<file path="config.mk">
export PLATFORM = sky130hd
export DESIGN_NAME = snake_tile_render
export DESIGN_NICKNAME = d
export VERILOG_FILES = /design/src/rtl/snake_pkg.sv /design/src/rtl/snake_tile_ram.sv /design/src/rtl/snake_tile_render.sv
export SDC_FILE = /design/constraint.sdc
export NUM_CORES = 1
export LEC_CHECK = 0
export CAP_MARGIN = 20
export CORE_ASPECT_RATIO = 1.5
export CORE_MARGIN = 4
export CORE_UTILIZATION = 35
export CTS_BUF_LIST = sky130_fd_sc_hd__clkbuf_8
export DETAILED_ROUTE_END_ITERATION = 8
export PLACE_DENSITY_LB_ADDON = 0.05
export SLEW_MARGIN = 20
export SYNTH_ARGS = -nofsm -noshare
export SYNTH_HDL_FRONTEND = slang
export SYNTH_SLANG_ARGS = --single-unit
</file>
<file path="constraint.sdc">
create_clock -name clk -period 23.1 [get_ports clk]
set_input_delay 3.465 -clock clk [delete_from_list [all_inputs] [get_ports clk]]
set_output_delay 3.465 -clock clk [all_outputs]
set_load 0.03 [all_outputs]
</file>
<file path="src/rtl/snake_pkg.sv">
// Shared definitions for the snake playfield: cell codes, tile geometry and default palette.
// Also imported by the game-logic block so that both sides agree on codes and colours.
package snake_pkg;

    localparam int TILE_SHIFT = 4;

    localparam logic [1:0] CELL_EMPTY = 2'd0;
    localparam logic [1:0] CELL_BODY  = 2'd1;
    localparam logic [1:0] CELL_HEAD  = 2'd2;
    localparam logic [1:0] CELL_FOOD  = 2'd3;

    localparam logic [7:0] COLOR_BG   = 8'h00;
    localparam logic [7:0] COLOR_BODY = 8'h1C;
    localparam logic [7:0] COLOR_HEAD = 8'h1F;
    localparam logic [7:0] COLOR_FOOD = 8'hE0;
    localparam logic [7:0] COLOR_GRID = 8'h49;

    localparam logic [8:0] LAST_CELL = 9'd509;

    typedef enum logic {
        ST_IDLE,
        ST_CLEAR
    } state_e;

    // Row-major cell index ty*30+tx; wraps mod 512 for off-map tiles, whose reads are never displayed.
    function automatic logic [8:0] tile_index(input logic [4:0] tx, input logic [4:0] ty);
        logic [8:0] t;
        t = {4'd0, ty};
        return (t << 5) - (t << 1) + {4'd0, tx};
    endfunction

endpackage

</file>
<file path="src/rtl/snake_tile_ram.sv">
// 512x2 simple dual-port tile map: one write port, one registered read port.
// Read-first: a same-cycle read of the written cell returns the previous code.
module snake_tile_ram (
    input  logic       clk,
    input  logic       we_i,
    input  logic [8:0] waddr_i,
    input  logic [1:0] wdata_i,
    input  logic [8:0] raddr_i,
    output logic [1:0] rdata_o
);

    logic [1:0] mem_q [512];
    logic [1:0] rdata_q;

    always_ff @(posedge clk) begin
        if (we_i) begin
            mem_q[waddr_i] <= wdata_i;
        end
        rdata_q <= mem_q[raddr_i];
    end

    assign rdata_o = rdata_q;

endmodule

</file>
<file path="src/rtl/snake_tile_render.sv">
// Snake playfield pixel generator: three-stage scan-to-RGB332 pipeline over a 30x17 tile map,
// with a game-logic write port and a one-cell-per-clock map clear sweep.
module snake_tile_render
    import snake_pkg::*;
#(
    parameter logic [10:0] H_LINE  = 11'd480,
    parameter logic [10:0] V_LINE  = 11'd272,
    parameter logic [4:0]  TILES_X = 5'd30,
    parameter logic [4:0]  TILES_Y = 5'd17,
    parameter logic [7:0]  C_BG    = COLOR_BG,
    parameter logic [7:0]  C_BODY  = COLOR_BODY,
    parameter logic [7:0]  C_HEAD  = COLOR_HEAD,
    parameter logic [7:0]  C_FOOD  = COLOR_FOOD,
    parameter logic [7:0]  C_GRID  = COLOR_GRID,
    parameter bit          GRID_EN = 1'b1
) (
    input  logic        clk,
    input  logic        rest_n,
    input  logic [10:0] i_x,
    input  logic [10:0] i_y,
    input  logic        i_de,
    output logic [7:0]  o_pixel,
    output logic        o_de,
    input  logic        wr_en,
    input  logic [4:0]  wr_x,
    input  logic [4:0]  wr_y,
    input  logic [1:0]  wr_code,
    output logic        wr_err,
    input  logic        clr,
    output logic        busy
);

    logic [8:0] idx0_q;
    logic       de0_q, area0_q, grid0_q;
    logic       de1_q, area1_q, grid1_q;
    logic [1:0] code1;
    logic [7:0] pix_d, pix_q;
    logic       de2_q;
    logic       wr_ok, wr_err_q;
    state_e     state_q, state_d;
    logic [8:0] cnt_q, cnt_d;
    logic       ram_we;
    logic [8:0] ram_waddr;
    logic [1:0] ram_wdata;

    always_ff @(posedge clk or negedge rest_n) begin
        if (!rest_n) begin
            idx0_q  <= '0;
            de0_q   <= 1'b0;
            area0_q <= 1'b0;
            grid0_q <= 1'b0;
            de1_q   <= 1'b0;
            area1_q <= 1'b0;
            grid1_q <= 1'b0;
            pix_q   <= 8'h00;
            de2_q   <= 1'b0;
        end else begin
            idx0_q  <= tile_index(i_x[TILE_SHIFT+4:TILE_SHIFT], i_y[TILE_SHIFT+4:TILE_SHIFT]);
            de0_q   <= i_de;
            area0_q <= (i_x < H_LINE) && (i_y < V_LINE);
            grid0_q <= (i_x[TILE_SHIFT-1:0] == '0) || (i_y[TILE_SHIFT-1:0] == '0);
            de1_q   <= de0_q;
            area1_q <= area0_q;
            grid1_q <= grid0_q;
            pix_q   <= pix_d;
            de2_q   <= de1_q;
        end
    end

    snake_tile_ram u_ram (
        .clk     (clk),
        .we_i    (ram_we),
        .waddr_i (ram_waddr),
        .wdata_i (ram_wdata),
        .raddr_i (idx0_q),
        .rdata_o (code1)
    );

    // Blanking beats off-screen, off-screen beats grid, grid beats cell contents.
    always_comb begin
        pix_d = 8'h00;
        if (!de1_q) begin
            pix_d = 8'h00;
        end else if (!area1_q) begin
            pix_d = C_BG;
        end else if (GRID_EN && grid1_q) begin
            pix_d = C_GRID;
        end else begin
            case (code1)
                CELL_BODY: pix_d = C_BODY;
                CELL_HEAD: pix_d = C_HEAD;
                CELL_FOOD: pix_d = C_FOOD;
                default:   pix_d = C_BG;
            endcase
        end
    end

    assign o_pixel = pix_q;
    assign o_de    = de2_q;

    assign wr_ok = wr_en && !busy && (wr_x < TILES_X) && (wr_y < TILES_Y);

    always_ff @(posedge clk or negedge rest_n) begin
        if (!rest_n) begin
            wr_err_q <= 1'b0;
        end else begin
            wr_err_q <= wr_en && !wr_ok;
        end
    end

    assign wr_err = wr_err_q;

    always_ff @(posedge clk or negedge rest_n) begin
        if (!rest_n) begin
            state_q <= ST_CLEAR;
            cnt_q   <= '0;
        end else begin
            state_q <= state_d;
            cnt_q   <= cnt_d;
        end
    end

    // A clr request during a sweep is ignored; the sweep always runs to the last cell.
    always_comb begin
        state_d = state_q;
        cnt_d   = cnt_q;
        case (state_q)
            ST_IDLE: begin
                if (clr) begin
                    state_d = ST_CLEAR;
                    cnt_d   = '0;
                end
            end
            ST_CLEAR: begin
                if (cnt_q == LAST_CELL) begin
                    state_d = ST_IDLE;
                    cnt_d   = '0;
                end else begin
                    cnt_d = cnt_q + 9'd1;
                end
            end
        endcase
    end

    always_comb begin
        busy      = (state_q == ST_CLEAR);
        ram_we    = wr_ok;
        ram_waddr = tile_index(wr_x, wr_y);
        ram_wdata = wr_code;
        if (state_q == ST_CLEAR) begin
            ram_we    = 1'b1;
            ram_waddr = cnt_q;
            ram_wdata = CELL_EMPTY;
        end
    end

endmodule

</file>
==> impl_metrics.toml <==
[timing]
min_period_ns = 6.95
slew_violations = 0
hold_viol_final = 0
tns_ns = 0
rsz0062_at_grt = "no"
setup_viol = 0
max_freq_ghz = 0.144
slew_headroom_pct = 26.4
whs_ns = 0.346
fin_crit_sh_pct = 30.1
worst_pin_slew_ns = 1.08
clock_skew_ns = 0.0294
worst_slack_ns = 16.15

[global_route]
grt_pass1_wl_um = 190000
overflow = 0
gr-usage-all-layers_pct = 19.9
grt_max_degree = 247
grt_pass1_vias = 27500
antenna_found_initial = 7

[power_and_ir_drop]
power_frac_seq_pct = 49.6
switching_share_pct = 30.6
p_switching_mw = 1.32
intPower_mw = 2.99
power.density_nw_per_um2 = 86.7
p_leak_nw = 16.1
p_comb_share_pct = 16.5
pwr-share-clk_pct = 33.9
ir_drop_mv = 0.0844

[setup_path]
crit-reg2reg-launch = "idx0_q[0]"
setup.worst_path.class = "in -> reg"
crit_arrival_ns = 7.46
start_kind = "primary input"
startpoint = "wr_y[1]"
crit_path_end_kind = "register"
worst_ep_required_time_ns = 23.61
path_max_fanout = 16

[yosys]
synthFlopType = "edfxtp_1"
synth_top_family_by_area = "multiplexers"
netlist_instances = 2802
ys_ff_latch = 1059
synth-compound-area-share_pct = 5.35
synth.cell_area_um2 = 44500
synthAdderAreaFrac_pct = 0.450
synthMuxAreaShare_pct = 12.2
ys_warn_count = 0
ys_seq_area_share_pct = 71.0
synth_simple_gate_area_share_pct = 8.09
syn_nets = 2857
synth_edf_count = 1024
synthXorXnorAreaFrac_pct = 0.118
postSynth.asyncResetShare_pct = 3.12
avgSynthCellArea_um2 = 15.9
yosysUniqueCellTypes = 75

[placement]
place_ws_ns = 15.32
dp.cells = 4388
io_buffers = 49
dp_hpwl_um = 72700
gp_congestion = 0.764
placed_area_um2 = 46600

[clock_tree]
cts-root-buf = "clkbuf_8"
cts_buffers = 163
cts.clk_slew.worst_paths_ns = 0.06
clock_sinks = 1059
postCtsResizedCells = 0
cts_htree_levels = 4
cts_buffer_depth = 3
cts_tree = "yes"
post-cts-setup-buffer-count = 0
insertion_delay_ns = 0.86
hold_buffers = 0

[floorplan]
rows = 160
die_h_um = 445
dieArea_um2 = 133000
start_util_pct = 35.2
pin_count = 50
core_area_um2 = 127000
dieWidth_um = 299

[hold_path]
hp-start = "grid0_q"
min_path_type = "reg -> reg"

[drt]
ant_nets = 0
drtIter0Drc = 2039
dr.pass1.iters = 5
top_layer = "met4"
drcViolationCount = 0
wl_met2_um = 70600
wirelength_um = 133000
num_vias = 25300
viasPerCell = 5.40
met1_length_um = 52900
route.met3.wl_um = 5350
wl_per_cell_um = 28.4

[layout]
layout_commonest_cell = "edfxtp_1"
finish.net_count = 2908
final_cell_count_no_fill = 4684
final_area_um2 = 49600
nFillCells = 12000
drive_gt1_share_pct = 15.1
areaGrowthSynthToFinish_pct = 11.5
final_cell_mix = "edfxtp_1 (1024), nor2_1 (563), mux2i_1 (252), clkbuf_8 (170), mux4_2 (130)"

[run_status]
status = "complete, no violations"

[flow_run]
cap_violations = 0
final timing paths:
path                       slack (ns)  cells past startpoint                  end
max in group asynchronous       19.82                      1            idx0_q[4]
max                             16.15                     12  u_ram.mem_q[399][1]
min in group asynchronous        2.70                      1            idx0_q[8]
min                              0.35                      0              grid1_q
max reg2reg                     16.28                     12     u_ram.rdata_o[0]
min reg2reg                      0.35                      0              grid1_q
cell families (layout without fill, tap and decap cells):
kind of cell             Yosys count  count (layout)
AO/OA/AOI/OAI                    328             328
buffers and inverters            238             417
multiplexers                     382             382
flip-flops                      1059            1059
XOR/XNOR                           6               6
other                              0               2
adder cells (fa/ha/maj)           16              16
AND/OR/NAND/NOR                  773             773
synth_stat cells, types with 11 or more instances:
library cell     n  area share [%]
nand4_1         19            0.27
nand3_1         18            0.20
dfrtp_1         32             1.8
nand2_1         46            0.39
buf_6           14            0.35
buf_2           43            0.48
mux4_2         130             6.6
o221ai_1       111             2.2
mux2i_1        252             5.7
o21ai_0         49            0.55
a21oi_1         46            0.52
edfxtp_1      1024              69
nor3_1          36            0.40
a211oi_1        11            0.19
nor2_1         563             4.7
buf_4           41            0.69
nor4_1          13            0.18
nand4_4         18            0.86
ha_1            16            0.45
clkbuf_1       104            0.88
inv_1           24            0.20
o22ai_1         43            0.60
worst max-delay path: stages:
cell,delay (ns)
clkdlybuf4s50_1,0.62
inv_1,0.11
ha_1,0.32
nor2b_1,0.15
o21ai_1,0.19
a21boi_1,0.12
o21a_1,0.21
or4b_1,0.54
nand3_1,0.12
buf_4,0.34
nand4_1,0.80
nor2_1,0.46
routing by layer:
metal	track usage (%)	up-vias
li1	-	11100
met1	23.9	13300
met2	36.4	681
met3	3.21	203
met4	6.60	0
met5	0	-
metrics by stage:
step | util, % | total power, mW
finish | 39.2 | 4.30
global route | 39.2 | 4.48
CTS | 39.2 | 4.37
detailed placement | 36.8 | 2.90
global placement | 36.8 | 2.89
floorplan | - | 2.56
flip-flops by register name, summed over array words and instances, names as in the netlist:
register,cells
area0_q,1
area1_q,1
busy,1
cnt_q,9
de0_q,1
de1_q,1
grid0_q,1
grid1_q,1
idx0_q,9
o_de,1
o_pixel,6
u_ram.mem_q,1024
u_ram.rdata_o,2
wr_err,1
cell type report:
cell class | instances | area (um^2) | area share (%)
sequential | 1059 | 31600 | 63.8
multi-input combinational | 1505 | 11800 | 23.9
clock buffer | 170 | 2340 | 4.72
tap | 1701 | 2130 | 4.29
timing repair buffer | 98 | 943 | 1.90
clock inverter | 123 | 622 | 1.25
inverter | 26 | 97.6 | 0.197
antenna | 2 | 5.00 | 0.0101
power groups by stage:
stage,registers (mW),logic (mW),clock network (mW)
2_1_floorplan,2.16,0.396,0
3_3_place_gp,2.18,0.719,0
3_5_place_dp,2.18,0.723,0
4_1_cts,2.14,0.725,1.51
5_1_grt,2.14,0.747,1.59
6_report,2.14,0.708,1.46
(Power assumes the default switching activity.)
